File: src/rtl/mem_port_arbiter.sv
// Two-port (IF / MEM) arbiter in front of a single-port memory, one transaction in flight.
// Optional IF starvation guard is enabled with `define MEM_ARB_STARVE_GUARD_EN.
module mem_port_arbiter #(
    parameter int ADDR_WIDTH    = 32,
    parameter int DATA_WIDTH    = 32,
    parameter int MAX_MEM_BURST = 4
) (
    input  logic                    clk,
    input  logic                    rst,
    input  logic                    if_req_i,
    input  logic [ADDR_WIDTH-1:0]   if_addr_i,
    output logic                    if_gnt_o,
    output logic                    if_rvalid_o,
    input  logic                    mem_req_i,
    input  logic                    mem_we_i,
    input  logic [ADDR_WIDTH-1:0]   mem_addr_i,
    input  logic [DATA_WIDTH-1:0]   mem_wdata_i,
    input  logic [DATA_WIDTH/8-1:0] mem_be_i,
    output logic                    mem_gnt_o,
    output logic                    mem_rvalid_o,
    output logic [DATA_WIDTH-1:0]   rdata_o,
    output logic                    ram_req_o,
    output logic                    ram_we_o,
    output logic [ADDR_WIDTH-1:0]   ram_addr_o,
    output logic [DATA_WIDTH-1:0]   ram_wdata_o,
    output logic [DATA_WIDTH/8-1:0] ram_be_o,
    input  logic                    ram_gnt_i,
    input  logic                    ram_rvalid_i,
    input  logic [DATA_WIDTH-1:0]   ram_rdata_i,
    output logic                    busy_o
);

    localparam int BE_WIDTH = DATA_WIDTH / 8;

    if (MAX_MEM_BURST < 1) begin : g_burst_check
        $error("MAX_MEM_BURST must be at least 1");
    end

    typedef enum logic [1:0] {IDLE, ISSUE, WAIT_RSP} state_e;

    state_e                state_q, state_d;
    logic                  we_q, we_d;
    logic [ADDR_WIDTH-1:0] addr_q, addr_d;
    logic [DATA_WIDTH-1:0] wdata_q, wdata_d;
    logic [BE_WIDTH-1:0]   be_q, be_d;
    logic                  owner_mem_q, owner_mem_d;
    logic [DATA_WIDTH-1:0] rdata_q, rdata_d;
    logic                  if_rvalid_q, if_rvalid_d;
    logic                  mem_rvalid_q, mem_rvalid_d;
    logic                  pick_mem;
    logic                  pick_if;

`ifdef MEM_ARB_STARVE_GUARD_EN
    localparam int RUN_W = $clog2(MAX_MEM_BURST + 1);

    logic [RUN_W-1:0] mem_run_q, mem_run_d;
    logic             burst_full;

    // Once MEM has won MAX_MEM_BURST times in a row against a waiting IF, IF gets one turn.
    assign burst_full = (mem_run_q == RUN_W'(MAX_MEM_BURST));
    assign pick_mem   = mem_req_i && !(if_req_i && burst_full);

    always_comb begin
        mem_run_d = mem_run_q;
        if (state_q == IDLE) begin
            if (pick_if) begin
                mem_run_d = '0;
            end else if (pick_mem) begin
                if (!if_req_i) begin
                    mem_run_d = '0;
                end else if (!burst_full) begin
                    mem_run_d = mem_run_q + RUN_W'(1);
                end
            end
        end
    end

    always_ff @(posedge clk or posedge rst) begin
        if (rst) begin
            mem_run_q <= '0;
        end else begin
            mem_run_q <= mem_run_d;
        end
    end
`else
    assign pick_mem = mem_req_i;
`endif

    assign pick_if = if_req_i && !pick_mem;

    always_comb begin
        state_d      = state_q;
        we_d         = we_q;
        addr_d       = addr_q;
        wdata_d      = wdata_q;
        be_d         = be_q;
        owner_mem_d  = owner_mem_q;
        rdata_d      = rdata_q;
        if_rvalid_d  = 1'b0;
        mem_rvalid_d = 1'b0;
        if_gnt_o     = 1'b0;
        mem_gnt_o    = 1'b0;

        unique case (state_q)
            IDLE: begin
                if (pick_mem) begin
                    mem_gnt_o   = 1'b1;
                    we_d        = mem_we_i;
                    addr_d      = mem_addr_i;
                    wdata_d     = mem_wdata_i;
                    be_d        = mem_be_i;
                    owner_mem_d = 1'b1;
                    state_d     = ISSUE;
                end else if (pick_if) begin
                    if_gnt_o    = 1'b1;
                    we_d        = 1'b0;
                    addr_d      = if_addr_i;
                    wdata_d     = '0;
                    be_d        = {BE_WIDTH{1'b1}};
                    owner_mem_d = 1'b0;
                    state_d     = ISSUE;
                end
            end
            ISSUE: begin
                if (ram_gnt_i) begin
                    state_d = WAIT_RSP;
                end
            end
            WAIT_RSP: begin
                // Response data is registered, so the owner sees rvalid one cycle later.
                if (ram_rvalid_i) begin
                    rdata_d      = ram_rdata_i;
                    if_rvalid_d  = !owner_mem_q;
                    mem_rvalid_d = owner_mem_q;
                    state_d      = IDLE;
                end
            end
            default: state_d = IDLE;
        endcase
    end

    always_ff @(posedge clk or posedge rst) begin
        if (rst) begin
            state_q      <= IDLE;
            we_q         <= 1'b0;
            addr_q       <= '0;
            wdata_q      <= '0;
            be_q         <= '0;
            owner_mem_q  <= 1'b0;
            rdata_q      <= '0;
            if_rvalid_q  <= 1'b0;
            mem_rvalid_q <= 1'b0;
        end else begin
            state_q      <= state_d;
            we_q         <= we_d;
            addr_q       <= addr_d;
            wdata_q      <= wdata_d;
            be_q         <= be_d;
            owner_mem_q  <= owner_mem_d;
            rdata_q      <= rdata_d;
            if_rvalid_q  <= if_rvalid_d;
            mem_rvalid_q <= mem_rvalid_d;
        end
    end

    assign ram_req_o    = (state_q == ISSUE);
    assign ram_we_o     = we_q;
    assign ram_addr_o   = addr_q;
    assign ram_wdata_o  = wdata_q;
    assign ram_be_o     = be_q;
    assign rdata_o      = rdata_q;
    assign if_rvalid_o  = if_rvalid_q;
    assign mem_rvalid_o = mem_rvalid_q;
    assign busy_o       = (state_q != IDLE);

endmodule

File: config.mk
export PLATFORM = sky130hd
export DESIGN_NAME = mem_port_arbiter
export DESIGN_NICKNAME = d
export VERILOG_FILES = /design/src/rtl/mem_port_arbiter.sv
export SDC_FILE = /design/constraint.sdc
export NUM_CORES = 1
export LEC_CHECK = 0
export CAP_MARGIN = 20
export CORE_ASPECT_RATIO = 2
export CORE_MARGIN = 8
export CORE_UTILIZATION = 25
export DETAILED_ROUTE_END_ITERATION = 6
export DONT_BUFFER_PORTS = 1
export GPL_ROUTABILITY_DRIVEN = 1
export HOLD_SLACK_MARGIN = 0.15
export PLACE_DENSITY = 0.36
export REMOVE_ABC_BUFFERS = 1
export SYNTH_ARGS = -nofsm -noshare
export SYNTH_HDL_FRONTEND = slang
export SYNTH_SLANG_ARGS = --single-unit
File: constraint.sdc
create_clock -name clk -period 3.9 [get_ports clk]
set_input_delay 0.39 -clock clk [delete_from_list [all_inputs] [get_ports clk]]
set_output_delay 0.39 -clock clk [all_outputs]
set_load 0.02 [all_outputs]
Yosys cells after proc, flatten, opt, wreduce, memory -nomap -nowiden
Cells that the tools add are included.
{"block": "op_classes", "muxes": 23, "reduce_logical": 9, "n_eq_ne": 5}
{"operator": "two-way mux 32 bit", "count": 4}
{"operator": "two-way mux 1 bit", "count": 12}
{"operator": "two-way mux 2 bit", "count": 4}
{"operator": "two-way mux 4 bit", "count": 2}
{"operator": "case mux 2 bit (3 select lines)", "count": 1}
{"operator": "AND reduction 2 bit", "count": 2}
{"operator": "nonzero test 2 bit", "count": 2}
{"operator": "inequality test 3 bit (second input constant)", "count": 1}
{"operator": "AND reduction 3 bit", "count": 1}
{"operator": "== test 2 x 1 -> 1 bit (second input constant)", "count": 1}
{"operator": "== test 2 bit (second input constant)", "count": 1}
{"operator": "logical NOT 1 bit", "count": 2}
{"operator": "logical NOT 2 bit", "count": 1}
{"operator": "inequality test 2 x 1 -> 1 bit (second input constant)", "count": 1}
{"operator": "inequality test 2 bit (second input constant)", "count": 1}
{"operator": "logical AND 1 bit", "count": 1}
{"block": "totals", "in_bits": 139, "word_cells": 46, "ff_bits": 106, "out_inout_bits": 107}

Longest topological paths before layout
Gate-level depths: netlist of the first run.
{"block": "logic_depth", "ltp_word": 5, "ltp_mapped": 5, "depth_no_buf": 4}

Worst setup path before layout of the first run
Ideal clock, no wire load.
{"block": "synth_timing", "kind": "register to output", "from": "register state_q[0]", "to": "output mem_gnt_o", "t_arrival_ns": 1.028, "path_buffers": 1, "t_required_ns": 3.510, "path_stages_with_launch": 5, "slack_ns": 2.482, "cell_sequence": "dfrtp_1 -> nor2_4 -> nand2_1 -> inv_2 -> buf_2"}
{"block": "synth_between", "elab_chain_cells": 2}
{"item": "from (decl)", "line": "41", "text": "state_e state_q, state_d;"}
{"item": "from (signal assigned)", "line": "154", "text": "state_q <= state_d;"}
{"item": "logical NOT 2 bit", "line": "104", "text": "unique case (state_q)"}
{"item": "two-way mux 1 bit", "line": "104"}
{"item": "to (decl)", "line": "19", "text": "output logic mem_gnt_o,"}
No other way between the ends.

Worst setup path after layout of the first run
Same ends and word-level chain as after synthesis.

==> metrics list, run 1 <==
- The worst path uses 54.2% of the clock period.
* Antenna cells: 0
- LEAKAGE: 2.15 nW
- The initial antenna violation count came to 0.
* GRT met2 Usage: 19.5%
- OpenSTA, run right after detailed placement, puts the worst setup slack at 1920 ps.
* Ys flop type: sky130_fd_sc_hd__dfrtp_1
* Synth area leaders: sky130_fd_sc_hd__dfrtp_1 60%, sky130_fd_sc_hd__mux2_2 18%, sky130_fd_sc_hd__mux2_4 8.9%
- Post-layout net count: 417
- CTS built an H-tree with a depth of 3.
* Global-route track usage on met3: 3.51%
* Post-layout util: 28.3%
- Power after layout: 4.66 mW
- Slowest library cell on the worst path: sky130_fd_sc_hd__inv_2
- Global-route layer with the greatest usage: met2
- Arr. time, crit path: 1720 ps
- Via density per instance: 4.71
* Root Driver: sky130_fd_sc_hd__clkbuf_16
- Crit path setup slack, layout: 1790 ps
* RSZ-0062 raised after global routing: no
* Clock latency of the later-clocked register in the worst-skew pair: 350 ps
* Width of the chip: 110 µm
- Core area: 17,300 µm²
- Initial Utilization: 25.5%
- Y dimension of the die: 204 µm
- During I/O placement, the number of pins put on the boundary was 246.
- Setup TNS Final: 0 ps
* Pin count of the biggest net entering global routing: 43
- Most used standard cell by instance count after synthesis: sky130_fd_sc_hd__dfrtp_1
- The max-slew violation count came to 0.
- For this run, the number of Yosys warnings is 0.
- Slack of the worst reg-to-reg path: 1980 ps
* Cell type with the highest aggregate area in the netlist: sky130_fd_sc_hd__dfrtp_1
- Clock transition at path regs: 70 ps
- DRC violation total after the first TritonRoute iteration: 79
* Most instantiated cells after synthesis: 106 x sky130_fd_sc_hd__dfrtp_1, 70 x sky130_fd_sc_hd__mux2_2, 33 x sky130_fd_sc_hd__a22o_1
- Flip-flop and latch count after synthesis: 106
- Hold Crit Depth: 1
- Of the cells placed in the final design, the portion with a size suffix greater than 1 is 42.4%.
* End of the worst register-to-register path: rdata_o[6]
* Final setup violating endpoints: 0
- Number of instances in the synthesized netlist: 276
- EDFF count, synth: 0
- Inserted Clock Buffers: 9
* Total grt overflow: 0
- Data required time at the worst endpoint: 3510 ps
- Yosys mapped the design onto 21 distinct sky130hd cell types.
- TritonCTS built the clock tree.
* Area growth syn-to-layout: 10.8%
* Critical Path End Type: output pin
* Total Die Area: 22,400 µm²
- Via count of the first global-routing pass: 2,663
* Crit-path cells: nor2_4, nand2_1, inv_2
* Worst slew margin: 39.7%
- Number of post-CTS setup repair buffers: 0
* Worst Reg-to-Reg Cells: 2
* Max_cap viols: 0
- Design area: 4890 µm²
- Across the VDD grid, the largest voltage drop is 0.301 mV.
- Post-DR wirelength/cell: 25.0 µm
- Weighted congestion reported at the end of routability-driven placement: 0.706
- Transition at the pin with the smallest max-transition slack: 899 ps
* Fraction of synthesized cell area taken by the top area cell type: 60.2%
- For hold timing, the worst endpoint is ram_wdata_o[20].
- Met1 capacity usage during global routing: 10.3%
- Worst setup SP type: register
- Detailed Place HPWL: 9.46 mm
* Fmax achieved: 473 MHz
- Mean instance size in the synthesized netlist: 16.0 µm²
* Clock buffer depth: 2
- Clock tree skew after final layout: 7.61 ps
* Delay-heaviest family, CP: buffers and inverters
* DRT antenna net count: 0
- The largest single stage delay on the critical path is 560 ps.
* Cell Area, Placed: 4580 µm²
- The path class of the tightest hold or removal check is input pin to register.
* IO Port Bufs: 0
* Proportion of register bits with asynchronous set or reset after synthesis: 100%
- In this run the cell area of the synthesized design comes to 4410 µm².
* Minimum period implied by the final worst setup slack: 2110 ps
* Drt first pass iters: 4
* Fin. Hold Viols: 0
* Final routed wirelength across all metal layers: 12.3 mm
- Together, buffers and inverters on the worst path number 1.
* Worst Setup Path Type: register to output pin
* Fraction of the yosys area taken by sequential cells: 60.2%
- The run finished with clean final reports.
- In the global route stage, overall resource usage came out at 10.7%.
* Num Clock Sinks: 106
- Maximum fanout count along the critical path: 35
- The routed layout has 2,322 vias.
* Critical R2R Launch: state_q[0]
* Global-route wire length before repair: 17.5 mm
* # DRC: 0
* Hold_sp: mem_wdata_i[20]
* Power Density: 953 nW/µm²
- In this run the core area contains 68 standard-cell rows.
## repair_timing
action                                 4_1_cts  5_1_grt
hold buffers                                 4        0
endpoints found under the hold margin       26        0
resized for setup                            0        0
## worst reg2reg max path, stage by stage (launching register included)
cell and delay, ps:
sky130_fd_sc_hd__dfrtp_1 430, sky130_fd_sc_hd__nand3b_2 800, sky130_fd_sc_hd__mux2_2 570
## layer usage
layer | routed length (µm) | up-vias
met5 | 0 | -
met1 | 3870 | 1188
met3 | 1110 | 12
li1 | - | 1003
met4 | 282 | 0
met2 | 7070 | 119
## worst max path at each step
stage / startpoint / to / depth (start not counted)
finish: state_q[0] / mem_gnt_o / 3
floorplan: rst / if_rvalid_o / 1
CTS: state_q[0] / mem_gnt_o / 3
global placement: state_q[0] / ram_addr_o[25] / 3
global route: state_q[0] / mem_gnt_o / 3
detailed placement: state_q[0] / rdata_o[1] / 2
## cell type report
cell class	instances	area [µm²]
Sequential cell	106	2650
Inverter	5	21.3
Clock inverter	5	38.8
Fill cell	1745	12400
Multi-Input combinational cell	148	1600
Tap cell	210	263
Clock buffer	11	233
Timing Repair Buffer	8	82.6
## power by group
group / switching (mW) / total [mW] / internal [mW]
logic: 0.444 / 1.12 / 0.674
registers: 1.07 / 2.69 / 1.61
clock network: 0.414 / 0.850 / 0.436
total: 1.93 / 4.66 / 2.72
## kinds of logic after synthesis
family | after synthesis | share of synthesized area [%]
muxes | 96 | 26.7
DFF | 106 | 60.2
and+or+nand+nor | 10 | 1.33
buffers and inverters | 22 | 3.66
AOI/OAI and AO/OA | 42 | 8.12
## cells in the final DEF (no fill, tap or decap), drive strengths merged
master,n
a21o,1
a22o,33
buf,4
clkbuf,11
clkinvlp,4
dfrtp,106
dlygate4sd3,4
inv,6
mux2,96
nand2,3
nand2b,1
nand3b,1
nor2,4
o21a,1
o21ai,3
o22a,4
or2b,1
## flip-flops by register name (all words and copies together) (netlist names)
signal / count
ram_we_o: 1
ram_addr_o: 32
if_rvalid_o: 1
owner_mem_q: 1
rdata_o: 32
mem_rvalid_o: 1
ram_be_o: 4
state_q: 2
ram_wdata_o: 32
## through the flow
stage / hold WS, ps / instances
5_1_grt: 160 / 493
3_3_place_gp: 258 / 472
3_5_place_dp: 257 / 473
2_1_floorplan: 426 / 259
6_report: 174 / 493
4_1_cts: 154 / 493
Power figures use the tool's default switching activity.
==> inputs of run 2 (changes only) <==
--- a/config.mk
+++ b/config.mk
@@ -5,6 +5,7 @@
 export SDC_FILE = /design/constraint.sdc
 export NUM_CORES = 1
 export LEC_CHECK = 0
+export ABC_AREA = 1
 export CAP_MARGIN = 20
 export CORE_ASPECT_RATIO = 2
 export CORE_MARGIN = 8
@@ -13,7 +14,7 @@
 export DONT_BUFFER_PORTS = 1
 export GPL_ROUTABILITY_DRIVEN = 1
 export HOLD_SLACK_MARGIN = 0.15
-export PLACE_DENSITY = 0.36
+export PLACE_DENSITY = 0.38
 export REMOVE_ABC_BUFFERS = 1
 export SYNTH_ARGS = -nofsm -noshare
 export SYNTH_HDL_FRONTEND = slang
==> constraint.sdc (replaced) <==
create_clock -name clk -period 1.8 [get_ports clk]
set_input_delay 0.18 -clock clk [delete_from_list [all_inputs] [get_ports clk]]
set_output_delay 0.18 -clock clk [all_outputs]
set_load 0.02 [all_outputs]
==> run 2 against run 1 <==
Net effect: clock-buffer cell count increased by 1; critical endpoint is now ram_wdata_o[15]; utilization is 8.5 points higher; sequential power increased by 110%; highest routed layer unchanged; first-iteration DRC count up 96%; wire length up 31%; synthesized area up 7.5%.
==> metrics list, run 2 <==
- Worst slew margin: 74.4% (was 39.7%)
- Share of cells above drive strength 1: 7.84% (was 42.4%)
- The end of the worst register-to-register path is ram_wdata_o[15] (was rdata_o[6]).
- The data required time at the worst endpoint was 2090 ps (was 3510 ps).
- Weighted congestion reported at the end of routability-driven placement: 0.730 (was 0.706)
- Worst setup SP type: register (unchanged)
* Critical R2R Launch: state_q[1] (was state_q[0])
- The total core area was 18,700 µm² (was 17,300 µm²).
- Net switching share of the total power: 44.9% (was 41.5%)
- Largest family of logic cells by synthesized area: simple AND/OR/NAND/NOR gates (was multiplexers)
- The basic-gate share of the synthesized area counting and, or, nand and nor cells was 29.9% (was 1.33%).
* Global-route wire length before repair: 25.2 mm (was 17.5 mm)
- Initial Utilization: 25.3% (was 25.5%)
- The share of total power in sequential cells is 53.3% (was 57.7%).
- The total leakage power was 3.51 nW (was 2.15 nW).
- Width of the chip: 113 µm (was 110 µm)
- The overall routing resource usage is 13.6% (was 10.7%).
* Number of warning messages in the yosys log: 0 (unchanged)
- The area fraction in compound gates after synthesis is 5.41% (was 8.12%).
- The setup slack on the worst flop-to-flop path came to 110 ps (was 1980 ps).
- DRT antenna net count: 0 (unchanged)
* H-tree depth reported by CTS: 3 (unchanged)
- Cell type with the highest aggregate area in the netlist: sky130_fd_sc_hd__dfrtp_1 (unchanged)
* Clock buffer depth: 2 (unchanged)
- Antenna violations before repair: 1 (was 0)
- Via density per instance: 4.26 (was 4.71)
- Worst Hold End: ram_be_o[3] (was ram_wdata_o[20])
- The count of boundary I/O pins is 246 (unchanged).
- The fill cell total of the finished layout was 1,919 (was 1,745).
- The slew at the pin closest to its max-slew limit came to 383 ps (was 899 ps).
- The worst path in the final design needs a cycle of 1690 ps, including I/O delays and setup.
- Count of placed standard cells including taps: 805 (was 473)
* Hold Crit Depth: 4 (was 1)
- Worst Setup Path Type: register to register (was register to output pin)
- IO Port Bufs: 0 (unchanged)
* Drt first pass iters: 4 (unchanged)
* EDFF count, synth: 0 (unchanged)
- Ys flop type: sky130_fd_sc_hd__dfrtp_1 (unchanged)
- Y dimension of the die: 211 µm (was 204 µm)
- Clock tree skew after final layout: 3.67 ps (was 7.61 ps)
- Fraction of synthesized cell area taken by the top area cell type: 56.0% (was 60.2%)
- The average wire per standard cell is 16.4 µm (was 25.0 µm).
* Total grt overflow: 0 (unchanged)
- Cell area after synthesis: 4740 µm² (was 4410 µm²)
- Via count: 4,191 (was 2,322)
* Critical Path End Type: register (was output pin)
* Root Driver: sky130_fd_sc_hd__clkbuf_16 (unchanged)
- The count of final hold-check violations is 0 (unchanged).
- Most instantiated cells after synthesis: 308 x sky130_fd_sc_hd__nand2_1, 106 x sky130_fd_sc_hd__dfrtp_1, 41 x sky130_fd_sc_hd__inv_1 (was 106 x sky130_fd_sc_hd__dfrtp_1, 70 x sky130_fd_sc_hd__mux2_2, 33 x sky130_fd_sc_hd__a22o_1).
* Count of pins over their slew limit: 0 (unchanged)
- Final routed wirelength across all metal layers: 16.1 mm (was 12.3 mm)
- Area share of xor/xnor cells in the synthesized design: 0% (unchanged)
- Arr. time, crit path: 1980 ps (was 1720 ps)
- The clock transition at the register clock pins on the worst setup and hold paths after CTS came to 70 ps (about the same).
- The worst-case vdd ir drop came to 0.656 mV (was 0.301 mV).
* Most frequent cells in the layout: 308 x sky130_fd_sc_hd__nand2_1, 162 x sky130_fd_sc_hd__dlygate4sd3_1, 106 x sky130_fd_sc_hd__dfrtp_1 (was 106 x sky130_fd_sc_hd__dfrtp_1, 70 x sky130_fd_sc_hd__mux2_2, 33 x sky130_fd_sc_hd__a22o_1)
- Result of the run: completed (unchanged).
- RSZ-0062 raised after global routing: no (unchanged).
- Fin Hold WS: 181 ps (was 174 ps)
- Maximum fanout count along the critical path: 26 (was 35)
- The via count of the first global-routing pass was 4,573 (was 2,663).
* Power dissipated by switching net loads: 4.75 mW (was 1.93 mW)
- Worst Reg-to-Reg Cells: 5 (was 2)
- Synth area leaders: sky130_fd_sc_hd__dfrtp_1 56%, sky130_fd_sc_hd__nand2_1 24%, sky130_fd_sc_hd__o21ai_2 4.3% (was sky130_fd_sc_hd__dfrtp_1 60%, sky130_fd_sc_hd__mux2_2 18%, sky130_fd_sc_hd__mux2_4 8.9%).
- Total Die Area: 23,900 µm² (was 22,400 µm²)
* Num Clock Sinks: 106 (unchanged)
* Pin count of the biggest net entering global routing: 55 (was 43)
* Flip-flop and latch count after synthesis: 106 (unchanged)
- Final clock period utilization by the worst path: 94.1%
- Area growth syn-to-layout: 45.6% (was 10.8%)
- Detailed Place HPWL: 11.1 mm (was 9.46 mm)
- The combinational share of power came to 27.9% (was 24.0%).
- Mean instance size in the synthesized netlist: 8.30 µm² (was 16.0 µm²)
- The post-detailed-route DRC marker count is 0 (unchanged).
- Final setup violating endpoints: 0 (unchanged)
- The worst min-delay path category is input pin to register (unchanged).
- Inserted Clock Buffers: 9 (unchanged)
* Proportion of register bits with asynchronous set or reset after synthesis: 100% (unchanged)
* Clock tree from TritonCTS: built (unchanged)
- The unique cell type count in the Yosys netlist was 20 (was 21).
- Hold_sp: if_req_i (was mem_wdata_i[20])
- The post-CTS setup buffer count was 0 (unchanged).
* Power Density: 1530 nW/µm² (was 953 nW/µm²)
- Post-layout util: 36.8% (was 28.3%)
- Timing would allow up to 591 MHz.
* Number of instances in the synthesized netlist: 571 (was 276)
* DRC violation total after the first TritonRoute iteration: 155 (was 79)
- The most common cell after layout, fill and taps aside was sky130_fd_sc_hd__nand2_1 (was sky130_fd_sc_hd__dfrtp_1).
* Post-layout net count: 863 (was 417)
* Max_cap viols: 0 (unchanged)
* Total number of placement rows: 71 (was 68)
- Non-Filler Instances: 983 (was 493)
- Clock latency of the later-clocked register in the worst-skew pair: 350 ps (about the same)
- The area share of fa/ha/maj cells after synthesis came to 0% (unchanged).
- Most used standard cell by instance count after synthesis: sky130_fd_sc_hd__nand2_1 (was sky130_fd_sc_hd__dfrtp_1)
* Fraction of the yosys area taken by sequential cells: 56.0% (was 60.2%)
- The share of synthesized area spent on multiplexers is 0% (was 26.7%).
- Clock share of power: 18.8% (was 18.3%)
- Internal portion of total power: 5.84 mW (was 2.72 mW)
-- run 2: cell types whose count changed in the layout (fill, tap and decap cells not counted), sizes merged, moves of 3 or more --
cell | before | now
nand2 | 3 | 311
dlygate4sd3 | 4 | 162
mux2 | 96 | 0
nand3 | 0 | 38
inv | 6 | 43
a22o | 33 | 0
o21ai | 3 | 34
buf | 4 | 12
o22a | 4 | 0
clkinvlp | 4 | 1
-- run 2: what timing repair did --
action / in CTS / in global routing
hold buffers: 163 / 0
gates resized for setup: 0 / 2
hold endpoints to repair: 212 / 0
endpoints found under the setup margin: 0 / 19
-- run 2: how the worst max path moves through the flow --
stage / start / to / slack (ps) / cells past startpoint
finish: state_q[1] / ram_wdata_o[15] / 110 / 5
global route: state_q[1] / ram_wdata_o[15] / 30 / 5
CTS: state_q[1] / ram_wdata_o[6] / 20 / 5
detailed placement: state_q[0] / rdata_o[26] / 420 / 5
global placement: state_q[0] / rdata_o[26] / 480 / 5
floorplan: rst / if_rvalid_o / -1170 / 1
-- run 2: final cells by class --
class	instances	area, µm²	area share, %
Sequential cell	106	2650	38.4
Timing Repair Buffer	174	1790	26.0
Multi-Input combinational cell	390	1670	24.3
Tap cell	255	319	4.62
Clock buffer	12	256	3.72
Inverter	43	166	2.41
Clock inverter	2	37.5	0.544
Antenna cell	1	2.50	0.0363
-- run 2: kinds of logic after synthesis --
group | after synthesis
flops | 106
compound gates | 34
buf+inv | 75
simple gates | 356
-- run 2: per-stage QoR --
step                      setup TNS [ps]  total power, mW  setup WS (ps)  instance area, µm²
after floorplan                  -124210             7.05          -1170                4490
after global placement                 0             8.18            479                4960
after detailed placement               0             8.26            423                4960
after CTS                              0             10.8           15.5                6890
after global routing                   0             11.3           25.7                6900
final                                  0             10.6            107                6900
-- run 2: power groups by stage --
stage               Clock [mW]  Sequential [mW]  Combinational [mW]
floorplan                    0             5.27                1.79
global placement             0             5.74                2.44
detailed placement           0             5.73                2.53
CTS                       2.09             5.70                3.00
global route              2.17             5.77                3.38
finish                    1.99             5.64                2.96
-- run 2: routing by layer --
metal	vias up	wire [µm]	global-route usage (%)	share of wire, %
met5	-	0	0	0
met4	0	663	7.72	4.1
met3	30	1080	3.78	6.7
met2	160	8860	25.4	55
met1	1965	5510	13.0	34
li1	2036	-	-	-
-- run 2: worst max-delay path: stages (launching register included) --
cell	delay, ps
sky130_fd_sc_hd__dfrtp_1	450
sky130_fd_sc_hd__nor2_4	170
sky130_fd_sc_hd__buf_8	230
sky130_fd_sc_hd__nand3_1	110
sky130_fd_sc_hd__dlygate4sd3_1	590
sky130_fd_sc_hd__nand2_1	70
